==> src/rtl/bist_pkg.sv <==
// Shared definitions for the BIST fail-capture path: FSM state encoding,
// default memory geometry and the fail-log entry layout.
package bist_pkg;

  localparam int BIST_ADR_SIZE  = 4;
  localparam int BIST_DATA_SIZE = 8;

  typedef enum logic [1:0] {
    ST_IDLE  = 2'd0,
    ST_ARMED = 2'd1,
    ST_DONE  = 2'd2
  } state_e;

  typedef struct packed {
    logic [BIST_ADR_SIZE-1:0]  addr;
    logic [BIST_DATA_SIZE-1:0] syn;
  } log_entry_t;

endpackage

==> src/rtl/bist_log_fifo.sv <==
// Synchronous FIFO for fail-log entries. Pointers carry a wrap bit so full
// and empty are distinguished without a separate occupancy counter.
module bist_log_fifo
  import bist_pkg::*;
#(
  parameter int  DEPTH = 4,
  parameter type T     = log_entry_t
) (
  input  logic clk,
  input  logic rst,
  input  logic clr,
  input  logic push,
  input  T     push_data,
  input  logic pop,
  output T     head,
  output logic full,
  output logic empty
);

  localparam int AW = $clog2(DEPTH);

  logic [AW:0] wr_ptr_q, wr_ptr_d;
  logic [AW:0] rd_ptr_q, rd_ptr_d;
  logic        push_en;
  logic        pop_en;

  T mem_q [DEPTH];

  assign empty = (wr_ptr_q == rd_ptr_q);
  assign full  = (wr_ptr_q[AW] != rd_ptr_q[AW]) &&
                 (wr_ptr_q[AW-1:0] == rd_ptr_q[AW-1:0]);

  // A pop in the same cycle frees the slot the push lands in.
  assign pop_en  = pop && !empty;
  assign push_en = push && (!full || pop_en);

  always_comb begin
    wr_ptr_d = wr_ptr_q;
    rd_ptr_d = rd_ptr_q;
    if (clr) begin
      wr_ptr_d = '0;
      rd_ptr_d = '0;
    end else begin
      if (push_en) wr_ptr_d = wr_ptr_q + 1'b1;
      if (pop_en)  rd_ptr_d = rd_ptr_q + 1'b1;
    end
  end

  always_ff @(posedge clk or negedge rst) begin
    if (!rst) begin
      wr_ptr_q <= '0;
      rd_ptr_q <= '0;
    end else begin
      wr_ptr_q <= wr_ptr_d;
      rd_ptr_q <= rd_ptr_d;
    end
  end

  always_ff @(posedge clk) begin
    if (push_en && !clr) mem_q[wr_ptr_q[AW-1:0]] <= push_data;
  end

  // Stale storage is never visible: an empty FIFO presents an all-zero head.
  always_comb begin
    head = '0;
    if (!empty) head = mem_q[rd_ptr_q[AW-1:0]];
  end

endmodule

==> src/rtl/bist_fail_log.sv <==
// Fail-capture stage behind the BIST compare step: counts mismatches, logs the
// first DEPTH failing locations and produces the final pass/fail verdict.
module bist_fail_log
  import bist_pkg::*;
#(
  parameter int ADR_SIZE  = BIST_ADR_SIZE,
  parameter int DATA_SIZE = BIST_DATA_SIZE,
  parameter int DEPTH     = 4,
  parameter int CNT_W     = 8
) (
  input  logic                 clk,
  input  logic                 rst,
  input  logic                 start,
  input  logic                 cmp_valid,
  input  logic [ADR_SIZE-1:0]  cmp_addr,
  input  logic [DATA_SIZE-1:0] cmp_exp,
  input  logic [DATA_SIZE-1:0] cmp_act,
  input  logic                 bist_done,
  output logic                 rd_valid,
  input  logic                 rd_ready,
  output logic [ADR_SIZE-1:0]  rd_addr,
  output logic [DATA_SIZE-1:0] rd_syn,
  output logic [CNT_W-1:0]     fail_cnt,
  output logic                 overflow,
  output logic                 result_valid,
  output logic                 pass
);

  typedef struct packed {
    logic [ADR_SIZE-1:0]  addr;
    logic [DATA_SIZE-1:0] syn;
  } entry_t;

  state_e            state_q, state_d;
  logic [CNT_W-1:0]  cnt_q, cnt_d;
  logic              ovf_q, ovf_d;
  logic              res_q, res_d;
  logic              pass_q, pass_d;

  logic   armed;
  logic   is_fail;
  logic   pop;
  logic   push;
  logic   drop;
  logic   fifo_full;
  logic   fifo_empty;
  entry_t push_entry;
  entry_t head_entry;

  assign armed   = (state_q == ST_ARMED);
  // A start in the same cycle wins over any compare.
  assign is_fail = armed && !start && cmp_valid && (cmp_exp != cmp_act);
  assign pop     = !fifo_empty && rd_ready;
  assign push    = is_fail;
  assign drop    = is_fail && fifo_full && !pop;

  assign push_entry.addr = cmp_addr;
  assign push_entry.syn  = cmp_exp ^ cmp_act;

  bist_log_fifo #(
    .DEPTH (DEPTH),
    .T     (entry_t)
  ) u_fifo (
    .clk       (clk),
    .rst       (rst),
    .clr       (start),
    .push      (push),
    .push_data (push_entry),
    .pop       (pop),
    .head      (head_entry),
    .full      (fifo_full),
    .empty     (fifo_empty)
  );

  always_comb begin
    state_d = state_q;
    cnt_d   = cnt_q;
    ovf_d   = ovf_q;
    res_d   = res_q;
    pass_d  = pass_q;
    if (start) begin
      state_d = ST_ARMED;
      cnt_d   = '0;
      ovf_d   = 1'b0;
      res_d   = 1'b0;
      pass_d  = 1'b0;
    end else begin
      if (is_fail && (cnt_q != {CNT_W{1'b1}})) cnt_d = cnt_q + 1'b1;
      if (drop) ovf_d = 1'b1;
      // The verdict uses the next count so a fail alongside bist_done counts.
      if (armed && bist_done) begin
        res_d   = 1'b1;
        pass_d  = (cnt_d == '0);
        state_d = ST_DONE;
      end
    end
  end

  always_ff @(posedge clk or negedge rst) begin
    if (!rst) begin
      state_q <= ST_IDLE;
      cnt_q   <= '0;
      ovf_q   <= 1'b0;
      res_q   <= 1'b0;
      pass_q  <= 1'b0;
    end else begin
      state_q <= state_d;
      cnt_q   <= cnt_d;
      ovf_q   <= ovf_d;
      res_q   <= res_d;
      pass_q  <= pass_d;
    end
  end

  assign rd_valid     = !fifo_empty;
  assign rd_addr      = head_entry.addr;
  assign rd_syn       = head_entry.syn;
  assign fail_cnt     = cnt_q;
  assign overflow     = ovf_q;
  assign result_valid = res_q;
  assign pass         = pass_q;

endmodule
==> config.mk <==
export PLATFORM = sky130hd
export DESIGN_NAME = bist_fail_log
export DESIGN_NICKNAME = d
export VERILOG_FILES = /design/src/rtl/bist_pkg.sv /design/src/rtl/bist_log_fifo.sv /design/src/rtl/bist_fail_log.sv
export SDC_FILE = /design/constraint.sdc
export NUM_CORES = 1
export LEC_CHECK = 0
export ABC_AREA = 1
export ABC_CLOCK_PERIOD_IN_PS = 2200
export CAP_MARGIN = 20
export CORE_AREA = 2 2 97 99
export DETAILED_ROUTE_END_ITERATION = 8
export DIE_AREA = 0 0 99 101
export PLACE_DENSITY_LB_ADDON = 0.05
export SETUP_SLACK_MARGIN = 0.1
export SYNTH_ARGS = -nofsm -noshare
export SYNTH_HDL_FRONTEND = slang
export SYNTH_SLANG_ARGS = --single-unit
==> constraint.sdc <==
create_clock -name clk -period 2.2 [get_ports clk]
set_clock_uncertainty 0.05 [all_clocks]
set_input_delay 0.33 -clock clk [delete_from_list [all_inputs] [get_ports clk]]
set_output_delay 0.33 -clock clk [all_outputs]
set_load 0.01 [all_outputs]
==> impl_results.md, run 1 <==
* CP Data Required Time at 1.82 ns
* Root Driver: clkbuf_8
* Routed Antenna Nets at 0
* Starting density of the core at a little over a third
* Vias in the first global route at around 2400
* R2R cell count at 11
* H-tree levels at 3
* Tcrit/Tclk final at ~95%
* Synth area leader: edfxtp_1
* Hold Path Class: input port to async pin
* Simple-gate share of the synthesized area at between 20% and 30%
* GRT Total Usage at between 10% and 20%
* Drt first pass iters at 4
* Wire per inst at approximately 13 um
* RSZ-0062 raised after global routing: true
* Leakage power at 1.98 nW
* Pwr dens at approximately 800 nW/um^2
* TritonCTS clock tree: yes
* Largest family of logic cells by synthesized area: simple AND/OR/NAND/NOR gates
* Clk_lat worst skew at roughly 0.34 ns
* Largest net degree at the start of global routing at 24
* Yosys reg bits at 66
* Post-synthesis net count at about 380
* Asr flop ratio synth at 27.3%
* Worst setup SP type: flip-flop
* Fin. Hold Viols at 0
* Adder-cell share of the synthesized area at roughly 2.3%
* RR Startpoint: fail_cnt[0]
* Post-Syn Area per Cell at slightly above 9 sq um
* Final Wtd Congestion at between 0.7 and 0.8
* Most frequent cell after synthesis: nand2_1
* WL final at ~7400 um
* # hold bufs at CTS at 0
* Number of max-cap violations at 0
* Post-synth EDFFs at 48
* Die Y at 101 um
* Final nets at about 470
* Seq/Total Area, Yosys at 59.0%
* Overall overflow remaining after global route at 0
* Slew margin rel. at 78.0%
* N_diodes at 0
* Fin. max-slew vios at 0
* Count of cell types in the netlist at 25
* Setup CP Type: flip-flop to primary output
* Critical R2R Capture: pass
* Main area contributors after synthesis: edfxtp_1 (45%), dfrtp_1 (14%), nand2_1 (8.3%), nor2_1 (6.8%), inv_1 (6.4%)
* Post-route minimum period at 2.10 ns
* Initial DRC Count at roughly 110
* P&R area growth vs syn at 41.8%
* Row count at 35
* Chip Width at about 99 um
* Average vias per placed instance at roughly 4.6
* Post-Syn Instances at 343
* Status: finished, final reports clean
* HPWL Detailed at 4790 um
* Synth Warn # at 0
* Post-synthesis compound-gate area fraction at 7.84%
* Die ar. at 10000 sq um
* Initial antenna violation count at 0
* Filler Cell Count at ~840
* First-pass GRT wire length at between 10000 and 15000 um
* Port bufs at 49
* Total clock sinks at 66
* Max FO, Critical Path at 5
* Share of cells above drive strength 1 at ~27%
* Critical Path End Type: primary output
* Maximum clock rate at about 480 MHz
* Inst Count DP at between 500 and 600
* DRC errors left at 0
* Slew @ Worst Pin at 0.326 ns
* Arr. time, crit path at ~1.7 ns
* Mux contribution to synthesized area at 0%
* DR vias at about 2500
* Final setup TNS at 0 ns
* I/O pins at 50
* Reg2Reg Setup Slack at approximately 0.30 ns
* Non-Filler Instances at between 500 and 600
* Yosys top cell area share at between 40% and 50%
* Primary FF master, synth: edfxtp_1
* Commonest cells post-synth: nand2_1 (71), nor2_1 (58), inv_1 (55), edfxtp_1 (48)
* Clock Pin Slew Worst Setup and Hold Paths at 0.08 ns
* Xor and xnor area share after synthesis at roughly 1.4%
* Synthesized area at roughly 3200 sq um
* Core area at approximately 9000 sq um
* Final setup violation count at 0
* Max IR drop VDD at ~380 uV
* Clock buffer depth at 2
* Cts bufs inserted at 9
-- layout make-up --
| class | count | area [sq um] | share of cell area, % |
|---|---|---|---|
| inverter | 59 | 224 | 4.92 |
| timing repair buffer | 91 | 848 | 18.6 |
| clock buffer | 9 | 124 | 2.72 |
| sequential | 66 | 1900 | 41.7 |
| tap | 111 | 139 | 3.05 |
| clock inverter | 7 | 77.6 | 1.70 |
| multi-input combinational | 208 | 1240 | 27.3 |
-- metrics by stage --
stage,hold slack (ns),utilization (%),worst slack (ns),power (W),area [sq um]
after floorplan,-0.0156,-,0.154,0.00188,3210
after global placement,0.420,44.3,0.0522,0.00231,3980
after detailed placement,0.428,44.3,0.0258,0.00232,3980
after CTS,0.264,49.2,0.0133,0.00354,4410
after global routing,0.279,50.7,0.0224,0.00382,4550
final,0.261,50.7,0.104,0.00363,4550
-- worst max-delay path, cell delays in order (launching register included) --
cell,delay [ns]
dfrtp_2,0.45
inv_4,0.09
buf_6,0.12
buf_6,0.13
nor2_1,0.04
o32ai_1,0.25
nand2_1,0.10
inv_1,0.06
buf_2,0.12
-- worst max-delay path by stage --
| stage | startpoint | end | slack (ns) | cells after the start |
|---|---|---|---|---|
| after floorplan | state_q[1] | u_fifo.mem_q[0][0] | 0.15 | 7 |
| after global placement | cmp_exp[7] | pass | 0.05 | 13 |
| after detailed placement | cmp_exp[7] | u_fifo.mem_q[0][7] | 0.03 | 12 |
| after CTS | u_fifo.rd_ptr_q[0] | rd_syn[3] | 0.01 | 8 |
| after global routing | u_fifo.rd_ptr_q[0] | rd_syn[3] | 0.02 | 8 |
| final | u_fifo.rd_ptr_q[0] | rd_syn[5] | 0.10 | 8 |
-- layout by cell type (no fill, tap or decap), drive strengths merged --
| cell | synthesis | routed |
|---|---|---|
| clkbuf | 6 | 11 |
| inv | 59 | 61 |
| nand4 | 4 | 4 |
| o21a | 1 | 1 |
| clkinvlp | 0 | 1 |
| dfrtp | 18 | 18 |
| a211oi | 1 | 1 |
| ha | 6 | 6 |
| xnor2 | 2 | 2 |
| a31oi | 1 | 1 |
| nor2 | 60 | 60 |
| a21oi | 7 | 7 |
| o21ai | 18 | 18 |
| xor2 | 3 | 3 |
| nand3 | 12 | 12 |
| buf | 4 | 53 |
| clkinv | 0 | 3 |
| nor3 | 5 | 5 |
| clkdlybuf4s50 | 0 | 36 |
| o32ai | 12 | 12 |
| edfxtp | 48 | 48 |
| nand2 | 76 | 76 |
| bufinv | 0 | 1 |
-- flip-flops by register name, indices dropped and copies added (netlist names) --
name	count
state_q	2
u_fifo.rd_ptr_q	3
pass	1
fail_cnt	8
overflow	1
u_fifo.mem_q	48
u_fifo.wr_ptr_q	3
-- what timing repair did --
action / CTS / global route
pin swaps: 8 / 20
endpoints found under the setup margin: 13 / 13
gates cloned: 3 / 0
buffers inserted: 14 / 5
gates resized for setup: 74 / 47
-- routing by layer --
layer / GRT usage [%] / up-vias / share of wire [%]
li1: - / 1305 / -
met1: 21.5 / 1173 / 48
met2: 24.8 / 50 / 47
met3: 2.77 / 11 / 3.5
met4: 6.74 / 0 / 1.5
met5: 0 / - / 0
-- logic make-up after synthesis --
family          Yosys count
flops                    66
xor+xnor                  5
compound gates           40
fa+ha+maj                 6
buf+inv                  69
simple gates            157
-- power breakdown --
part           switching, W  internal, W
sequential        0.0000312      0.00139
combinational      0.000597     0.000587
clock              0.000493     0.000533
total               0.00112      0.00251
Power figures use the tool's default switching activity.
==> inputs of run 2 (changes only) <==
SKIP_LAST_GASP = 1   (was unset)
TNS_END_PERCENT = 1   (was unset)
==> run 2 against run 1 <==
- fmax down 1.6%
- wire length down 1.7%
- largest power group unchanged
- register-to-register slack hardly changed
==> impl_results.md, run 2 (synthesis results as in run 1) <==
* DRC errors left at 0
* Reg2Reg Setup Slack at around 0.30 ns
* Drt first pass iters at 4
* HPWL Detailed at 4790 um
* Arr. time, crit path at around 1.8 ns
* GRT Total Usage at approximately 16%
* WL final at 7300 um
* Internal cell power at ~0.0024 W
* Setup CP Type: flip-flop to primary output
* RSZ-0062 raised after global routing: true
* Most common cell after layout, fill and taps aside: nand2_1
* Critical Path End Type: primary output
* Total clock sinks at 66
* Maximum clock rate at about 470 MHz
* # hold bufs at CTS at 0
* Final Wtd Congestion at roughly 0.75
* Critical path's most frequent cell: buf_6
* Slew margin rel. at between 70% and 80%
* Non-Filler Instances at about 550
* Worst setup SP type: flip-flop
* TritonCTS clock tree: yes
* Area of the multi-input gates at approximately 1100 sq um
* I/O pins at 50
* Post-route minimum period at about 2.1 ns
* Max IR drop VDD at roughly 370 uV
* Final nets at around 460
* Cts bufs inserted at 9
* Fin. max-slew vios at 0
* Overall overflow remaining after global route at 0
* Number of max-cap violations at 0
* Row count at 35
* Cell family with most CP delay: buffers and inverters
* Vias in the first global route at 2407
* N_diodes at 0
* Placed Area at approximately 4000 sq um
* Initial DRC Count at 110
* Die ar. at ~10000 sq um
* Starting density of the core at between 30% and 40%
* Share of cells above drive strength 1 at between 20% and 30%
* Largest net degree at the start of global routing at 24
* Clk network pwr share at between 20% and 30%
* Slew @ Worst Pin at 0.326 ns
* Most frequent cells in the layout: nand2_1 (67), nor2_1 (57), inv_1 (54)
* CP Data Required Time at about 1.8 ns
* Hold Path Class: input port to async pin
* Average vias per placed instance at about 4.6
* Pwr dens at between 700 and 800 nW/um^2
* Clock Pin Slew Worst Setup and Hold Paths at approximately 0.080 ns
* Critical R2R Capture: pass
* Fin. Hold Viols at 0
* Crit path max-delay cell type: dfrtp_2
* H-tree levels at 3
* Filler Cell Count at 860
* Max FO, Critical Path at 5
* Worst Path Buf+Inv at 6
* Reg area at around 1900 sq um
* Inst Count DP at 514
* First-pass GRT wire length at around 12000 um
* RR Startpoint: fail_cnt[0]
* Die Y at a little over 100 um
* Port bufs at roughly 50
* Root Driver: clkbuf_8
* P&R area growth vs syn at 37.2%
* Max reg flops at 48
* Tcrit/Tclk final at around 97%
* Crit path cell chain: inv_4, buf_6, buf_6, buf_4, nor2_1, o32ai_1, nand2_1, inv_1, dlygate4sd2_1
* Wire per inst at 13.4 um
* Initial antenna violation count at 0
* Leakage power at between 1.5 and 2 nW
* Chip Width at 99 um
* NetSw at ~0.0011 W
* Clock buffer depth at 2
* Routed Antenna Nets at 0
* Core area at 8980 sq um
* Fin area at roughly 4400 sq um
* Clk_lat worst skew at 0.34 ns
* R2R cell count at 11
* Final setup violation count at 0
* Gate power share at between 30 and 40%
* DR vias at approximately 2500
* Max incr delay on CP at between 0.4 and 0.5 ns
* Sw Share at roughly 30%
* Sequential Power Share at a little over 40%
* Status: finished, final reports clean
* Final setup TNS at 0 ns
==> run 2: cell types whose count changed in the layout (fill, tap and decap cells not counted), moves of 3 or more <==
cell and change:
nor2_4 -4, buf_6 -5, o32ai_1 +3, buf_2 -7, clkbuf_2 +5, nor2_1 +6
==> run 2: repair_timing <==
item,4_1_cts,5_1_grt
gates cloned,3,0
pin swaps,4,4
endpoints found under the hold margin,0,0
buffers inserted,13,1
endpoints found under the setup margin,13,12
resized for setup,43,31
==> run 2: area by class of cell <==
cell class | instances | share of cell area (%)
clock buffers | 9 | 2.81
clock inverters | 7 | 1.76
inverters | 59 | 5.09
multi-input cells | 208 | 26.0
flip-flops and latches | 66 | 43.1
well taps | 111 | 3.15
repair buffers | 86 | 18.1
==> run 2: power by group through the flow <==
stage / Combinational, W / Sequential, W / Clock [W]
floorplan: 0.000440 / 0.00144 / 0
CTS: 0.00101 / 0.00142 / 0.00105
global route: 0.00116 / 0.00142 / 0.00111
finish: 0.00106 / 0.00142 / 0.00102
detailed placement: 0.000869 / 0.00145 / 0
global placement: 0.000866 / 0.00145 / 0
==> run 2: layer usage <==
layer  share of wire (%)  track usage [%]  vias up
met5                   0                0        -
met4                 1.5             6.32        0
met3                 3.8             2.70        9
met2                  47             24.9       54
met1                  48             21.4     1154
li1                    -                -     1292
==> run 2: worst max-delay path by stage <==
stage | from | to | slack [ns] | depth (start not counted)
after CTS | u_fifo.rd_ptr_q[0] | rd_addr[1] | 0.001 | 9
final | u_fifo.rd_ptr_q[0] | rd_syn[6] | 0.07 | 9
after global placement | cmp_exp[7] | pass | 0.05 | 13
after global routing | u_fifo.rd_ptr_q[0] | rd_syn[6] | 0.008 | 9
after detailed placement | cmp_exp[7] | u_fifo.mem_q[0][7] | 0.03 | 12
after floorplan | state_q[1] | u_fifo.mem_q[0][0] | 0.15 | 7
==> run 2: worst reg2reg max path: stages, from the launching register on <==
cell	delay [ns]
dfrtp_1	0.43
ha_1	0.22
nand2_2	0.10
nor3_4	0.21
nand3_4	0.17
nand3_4	0.16
nand2_1	0.08
nand2_2	0.06
nand2_1	0.06
nor2_1	0.15
nand3_1	0.10
nand2_1	0.06
==> run 2: through the flow <==
step / hold WS (ns) / utilization (%) / worst slack (ns) / total power [W]
2_1_floorplan: -0.0156 / - / 0.154 / 0.00188
3_3_place_gp: 0.420 / 44.3 / 0.0522 / 0.00231
3_5_place_dp: 0.428 / 44.3 / 0.0258 / 0.00232
4_1_cts: 0.264 / 48.6 / 0.00124 / 0.00348
5_1_grt: 0.279 / 49.0 / 0.00758 / 0.00369
6_report: 0.263 / 49.0 / 0.0706 / 0.00350
==> inputs of run 3 (changes only) <==
CORE_AREA = 8 8 103 105   (was 2 2 97 99)
DIE_AREA = 0 0 111 113   (was 0 0 99 101)
SKIP_LAST_GASP = unset   (was 1)
SLEW_MARGIN = 20   (was unset)
==> run 3 against run 2 <==
- cell area increased by 1.6%
- global-route usage down 3.3 points
- flip-flop and latch count stayed put
- die area up 25%
- register-to-register slack gained 0.03 ns
- via count grew 0.12%
- non-clock buffer count up 2
- sequential share of layout area decreased by 0.73 points
- setup slack improved by 0.029 ns
- hold slack improved by 0.0071 ns
- wire length grew 6.8%
==> impl_results.md, run 3 (synthesis results as in run 1) <==
* Reg area at between 1500 and 2000 sq um
* Clk_lat worst skew at roughly 0.34 ns
* Arr. time, crit path at between 1.5 and 2 ns
* Status: finished, final reports clean
* Gate power share at between 20% and 30%
* Setup CP Type: flip-flop to primary output
* Max incr delay on CP at between 0.4 and 0.5 ns
* Max FO, Critical Path at 3
* Tcrit/Tclk final at 95.5%
* Internal cell power at around 0.0027 W
* Final Wtd Congestion at ~0.76
* Fin. Hold Viols at 0
* Pwr dens at 845 nW/um^2
* Die ar. at 12500 sq um
* Final setup violation count at 0
* Critical Path End Type: primary output
* Most frequent cells in the layout: nand2_1 (70), nor2_1 (57), inv_1 (54)
* GRT Total Usage at around 12%
* Final setup TNS at 0 ns
* H-tree levels at 3
* Number of max-cap violations at 0
* Clock Pin Slew Worst Setup and Hold Paths at approximately 0.08 ns
* I/O pins at 50
* Wire per inst at 14.2 um
* Max IR drop VDD at roughly 290 uV
* Most common cell after layout, fill and taps aside: nand2_1
* RSZ-0062 raised after global routing: true
* TritonCTS clock tree: yes
* Fin. max-slew vios at 0
* Filler Cell Count at ~840
* Maximum clock rate at 476 MHz
* Slew margin rel. at 83.3%
* Average vias per placed instance at about 4.6
* Sw Share at between 20% and 30%
* DR vias at ~2500
* HPWL Detailed at 5070 um
* Hold Path Class: input port to async pin
* DRC errors left at 0
* Initial DRC Count at 95
* Non-Filler Instances at around 550
* Row count at 35
* Area of the multi-input gates at 1120 sq um
* Critical R2R Capture: pass
* Clk network pwr share at between 30% and 40%
* Port bufs at between 40 and 50
* Routed Antenna Nets at 0
* NetSw at around 0.0011 W
* Root Driver: clkbuf_8
* Largest net degree at the start of global routing at 27
* Cts bufs inserted at 9
* Sequential Power Share at around 37%
* Max reg flops at between 40 and 50
* Starting density of the core at 35.7%
* P&R area growth vs syn at 39.4%
* Share of cells above drive strength 1 at 21.5%
* Leakage power at between 1.5 and 2 nW
* Crit path max-delay cell type: dfrtp_2
* Drt first pass iters at 4
* Die Y at around 110 um
* Worst setup SP type: flip-flop
* Post-route minimum period at between 2 and 2.5 ns
* Overall overflow remaining after global route at 0
* Final core utilization at between 40% and 50%
* Initial antenna violation count at 0
* Total clock sinks at 66
* CP Data Required Time at 1.82 ns
* Clock buffer depth at 2
* First-pass GRT wire length at 12300 um
* Core area at around 9000 sq um
* Chip Width at about 110 um
* Total power at approximately 0.0038 W
* Final nets at between 400 and 500
* Vias in the first global route at ~2500
* Crit path cell chain: buf_6, nand2_1, a21oi_2, nand2_2, buf_6, buf_4, nand2_1, inv_1, buf_2
* Inst Count DP at 511
* R2R cell count at 11
* Reg2Reg Setup Slack at about 0.33 ns
* Slew @ Worst Pin at between 0.2 and 0.25 ns
* RR Startpoint: fail_cnt[0]
* WL final at just under 8000 um
* N_diodes at 0
## run 3: layout make-up
class                   instances  share of cell area, %
flip-flops and latches         66                   42.3
multi-input cells             208                   25.1
repair buffers                 88                   18.9
inverters                      59                   5.01
well taps                     111                   3.10
clock buffers                   9                   2.77
clock inverters                 7                   2.77
## run 3: power groups by stage
stage,Sequential [W],Clock [W],Combinational [W]
global placement,0.00145,0,0.000880
detailed placement,0.00145,0,0.000879
finish,0.00141,0.00126,0.00110
CTS,0.00141,0.00129,0.00103
floorplan,0.00144,0,0.000440
global route,0.00142,0.00134,0.00121
## run 3: critical path, delay by kind of cell (launching register included)
family	cells	cell delay [ns]
and+or+nand+nor	3	0.23
DFF	1	0.42
buffers and inverters	5	0.56
AOI/OAI and AO/OA	1	0.17
## run 3: routing by layer
layer / GRT usage, % / vias to the layer above / wire length [um]
li1: - / 1297 / -
met1: 16.3 / 1154 / 3900
met2: 18.8 / 51 / 3490
met3: 2.80 / 10 / 271
met4: 5.95 / 0 / 132
met5: 0 / - / 0
## run 3: worst max path at each step
stage	startpoint	endpoint	slack, ns
5_1_grt	u_fifo.rd_ptr_q[0]	rd_addr[3]	0.003
4_1_cts	u_fifo.rd_ptr_q[0]	rd_syn[1]	-0.001
2_1_floorplan	state_q[1]	u_fifo.mem_q[0][0]	0.15
3_3_place_gp	u_fifo.rd_ptr_q[0]	rd_syn[0]	0.03
6_report	u_fifo.rd_ptr_q[0]	rd_syn[5]	0.10
3_5_place_dp	cmp_exp[7]	u_fifo.mem_q[2][9]	0.04
## run 3: timing repair
item / in CTS / in global routing
hold buffers: 0 / 0
pin swaps: 1 / 5
setup endpoints to repair: 13 / 12
buffers inserted: 12 / 7
gates cloned: 1 / 1
resized for setup: 48 / 23
## run 3: per-stage QoR
step | hold WS, ns | instance area [sq um] | worst slack, ns
CTS | 0.267 | 4370 | -0.00103
global route | 0.290 | 4470 | 0.00252
global placement | 0.418 | 3980 | 0.0275
detailed placement | 0.425 | 3980 | 0.0408
floorplan | -0.0156 | 3210 | 0.154
finish | 0.270 | 4470 | 0.100
